==> src/rtl/lfsr_8_pkg.sv <==
// Shared definitions for the 8-bit-period LFSR stream checker: FSM states,
// reference period, predictor feedback and error-counter sizing.
package lfsr_8_pkg;

  typedef enum logic [1:0] {
    ST_HUNT   = 2'd0,
    ST_VERIFY = 2'd1,
    ST_LOCKED = 2'd2
  } state_e;

  // One full period of the generator's X2 stream, first bit in the MSB.
  localparam logic [7:0] PERIOD = 8'b10111000;

  localparam int                   ERR_CNT_W   = 8;
  localparam logic [ERR_CNT_W-1:0] ERR_CNT_MAX = '1;

  localparam logic [2:0] PRED_RESET = 3'b100;

  // Next X2 from state {X2,X1,X0}.
  function automatic logic fb(input logic [2:0] s);
    return (~(s[2] | s[1])) ^ s[1] ^ s[0];
  endfunction

endpackage

==> src/rtl/lfsr_8_pred.sv <==
// Local copy of the generator: seeded from a received window, then advanced
// only with its own predictions so line errors never corrupt it.
module lfsr_8_pred
  import lfsr_8_pkg::*;
(
  input  logic       CLK,
  input  logic       RESET,
  input  logic       seed_en,
  input  logic [2:0] seed_val,
  input  logic       adv_en,
  output logic       pred_bit
);

  logic [2:0] pred_q;
  logic [2:0] pred_d;

  always_comb begin
    pred_d = pred_q;
    if (seed_en) begin
      pred_d = seed_val;
    end else if (adv_en) begin
      pred_d = {fb(pred_q), pred_q[2:1]};
    end
  end

  always_ff @(posedge CLK) begin
    if (RESET) begin
      pred_q <= PRED_RESET;
    end else begin
      pred_q <= pred_d;
    end
  end

  assign pred_bit = fb(pred_q);

endmodule

==> config.mk <==
export PLATFORM = sky130hd
export DESIGN_NAME = lfsr_8_pred
export DESIGN_NICKNAME = d
export VERILOG_FILES = /design/src/rtl/lfsr_8_pkg.sv /design/src/rtl/lfsr_8_pred.sv
export SDC_FILE = /design/constraint.sdc
export NUM_CORES = 1
export LEC_CHECK = 0
export CELL_PAD_IN_SITES_DETAIL_PLACEMENT = 0
export CELL_PAD_IN_SITES_GLOBAL_PLACEMENT = 1
export CORE_AREA = 2 2 39 41
export CTS_CLUSTER_DIAMETER = 200
export CTS_CLUSTER_SIZE = 8
export DETAILED_ROUTE_END_ITERATION = 12
export DIE_AREA = 0 0 41 43
export DONT_BUFFER_PORTS = 1
export PLACE_DENSITY = 0.3
export SKIP_LAST_GASP = 1
export SLEW_MARGIN = 0
export SYNTH_ARGS = -nofsm -noshare
export SYNTH_HDL_FRONTEND = slang
export SYNTH_SLANG_ARGS = --single-unit
==> constraint.sdc <==
create_clock -name CLK -period 1.5 [get_ports CLK]
set_input_delay 0.3 -clock CLK [delete_from_list [all_inputs] [get_ports CLK]]
set_output_delay 0.3 -clock CLK [all_outputs]
set_load 0.02 [all_outputs]
==> impl_metrics.csv <==
group,metric,value,unit
outcome,outcome,"finished clean",
cells_and_area,register_area,60.1,sq um
pwr,p_per_area,1270,nW/um^2
cells_and_area,layout_common_cells,"nor2_1, clkbuf_4, dfxtp_1, mux2_2, mux2i_1",
floorplan,die_area,1760,sq um
clocking,cts.sinks,3,
route,vias,143,
synthesis,syn_nets,23,
synthesis,ys.warnings.count,0,
clocking,post_cts_resized,0,
placed_design,place_congestion,0.474,
cells_and_area,top_regs,"pred_q: 3 flops",
cells_and_area,drive_gt1_frac,0.350,
cells_and_area,fillers,160,
clocking,cts_tree,"done",
route,ant_nets,0,
global_routing,grt_pass1_wl,496,um
timing,setup-tns-final,0,ns
floorplan,fp.dieW,41,um
timing,skew,0.00115,ns
synthesis,ys_types,10,
global_routing,grt_max_degree,6,
global_routing,grt_pass1_vias,142,
cells_and_area,fin_nets,28,
cells_and_area,largest_register_ff_count,3,
synthesis,synthCells,16,
timing,hold_violations,0,
timing,slew_headroom,0.768,
timing,holdWs,0.130,ns
floorplan,core-area,1380,sq um
cells_and_area,antenna_cells,0,
setup_path,crit_path_end_kind,"output pin",
clocking,cts_buffer_depth,2,
route,drc,0,
route,drt_wl_total,355,um
setup_path,crit_fanout,3,
worst_hold_path,min_path_type,"in2reg",
route,dr.first_iter.drc_count,0,
setup_path,required,1.20,ns
timing,slew_violations,0,
timing,period_share,0.847,
global_routing,overflow,0,
global_routing,antenna_found_initial,0,
cells_and_area,final_area,219,sq um
run,maxCapViolCount,0,
route,via_per_inst,3.97,
setup_path,crit_type,"reg2out",
placed_design,io_buffer_count,0,
timing,worst_pin_slew,0.346,ns
placed_design,placed_area,185,sq um
setup_path,crit_arrival,0.97,ns
timing,fin_crit,1.27,ns
floorplan,die_y,43,um
global_routing,grt_usage,0.0532,
floorplan,rows,14,
clocking,ctsHoldBuffers,0,
route,drt-pass1-iter-count,1,
clocking,clkLatencyLatePin,0.24,ns
pwr,p_leak,0.0917,nW
synthesis,ys_ff_latch,3,
synthesis,seq_area_frac_synth,0.364,
synthesis,syn_area_per_cell,10.3,sq um
setup_path,worstSetupStartpointType,"flip-flop",
floorplan,io_pins,8,
floorplan,start_util,0.119,
timing,timing.fmax,787,MHz
clocking,cts_root_buf,"clkbuf_4",
cells_and_area,syn2layout_area_growth,32.6,%
route,wl_per_cell,9.86,um
clocking,cts_setup_buffers,0,
pwr,peakVddDrop,0.000147,V
cells_and_area,multi_input_area,109,sq um
timing,setup_viol,0,
cells_and_area,largest_register,"pred_q",
clocking,cts_inserted_buffers,3,
clocking,path_clk_slew,0.04,ns
synthesis,synth_area,165,sq um
timing,rsz0062_at_grt,"no",
clocking,htreeDepth,1,
[worst paths after layout]
| check | from | to | slack [ns] | depth (start not counted) |
|---|---|---|---|---|
| setup / recovery | pred_q[2] | pred_bit | 0.23 | 2 |
| hold / removal | RESET | pred_q[1] | 0.13 | 1 |
| setup reg to reg | pred_q[2] | pred_q[2] | 0.43 | 3 |
| hold reg to reg | pred_q[2] | pred_q[1] | 0.65 | 3 |
[where the power goes]
| group | internal (mW) | switching (mW) |
|---|---|---|
| logic | 0.0232 | 0.0182 |
| clock network | 0.0998 | 0.0442 |
| registers | 0.0871 | 0.00571 |
| total | 0.210 | 0.0681 |
[Yosys cell counts]
cell	number	area, sq um
nor3b_1	1	7.51
mux2i_1	2	20.0
xnor2_1	1	8.76
dfxtp_1	3	60.1
nor2b_4	1	13.8
mux2_2	2	22.5
o41a_1	1	11.3
nor2_1	3	11.3
inv_1	1	3.75
nor4_1	1	6.26
[per-stage QoR]
step                 util  instances  total power [mW]  setup slack [ns]
finish              0.158         36             0.278             0.230
global route        0.158         36             0.299             0.175
CTS                 0.153         36             0.281            0.0438
detailed placement  0.134         32             0.132             0.303
global placement    0.134         32             0.131             0.287
floorplan               -         16             0.127             0.372
[final cells by class]
type / instances / area share
Multi-Input combinational cell: 12 / 0.497
Tap cell: 16 / 0.0914
Clock buffer: 4 / 0.120
Sequential cell: 3 / 0.274
Inverter: 1 / 0.0171
[kinds of logic after synthesis]
group | count (synthesis) | synth area share
xor+xnor | 1 | 0.0530
mux | 4 | 0.258
compound gates | 1 | 0.0682
flops | 3 | 0.364
buf+inv | 1 | 0.0227
simple gates | 6 | 0.235
[metal layers]
| layer | track usage | vias to the layer above | share of wire |
|---|---|---|---|
| met4 | 0.0800 | 0 | 0.079 |
| li1 | - | 65 | - |
| met1 | 0.0321 | 66 | 0.29 |
| met5 | 0 | - | 0 |
| met2 | 0.0688 | 9 | 0.48 |
| met3 | 0.0471 | 3 | 0.14 |
[critical path, stage by stage (launching register included)]
cell and delay, ns:
dfxtp_1 0.31, nor2b_4 0.13, xnor2_2 0.29
(Power assumes the default switching activity.)
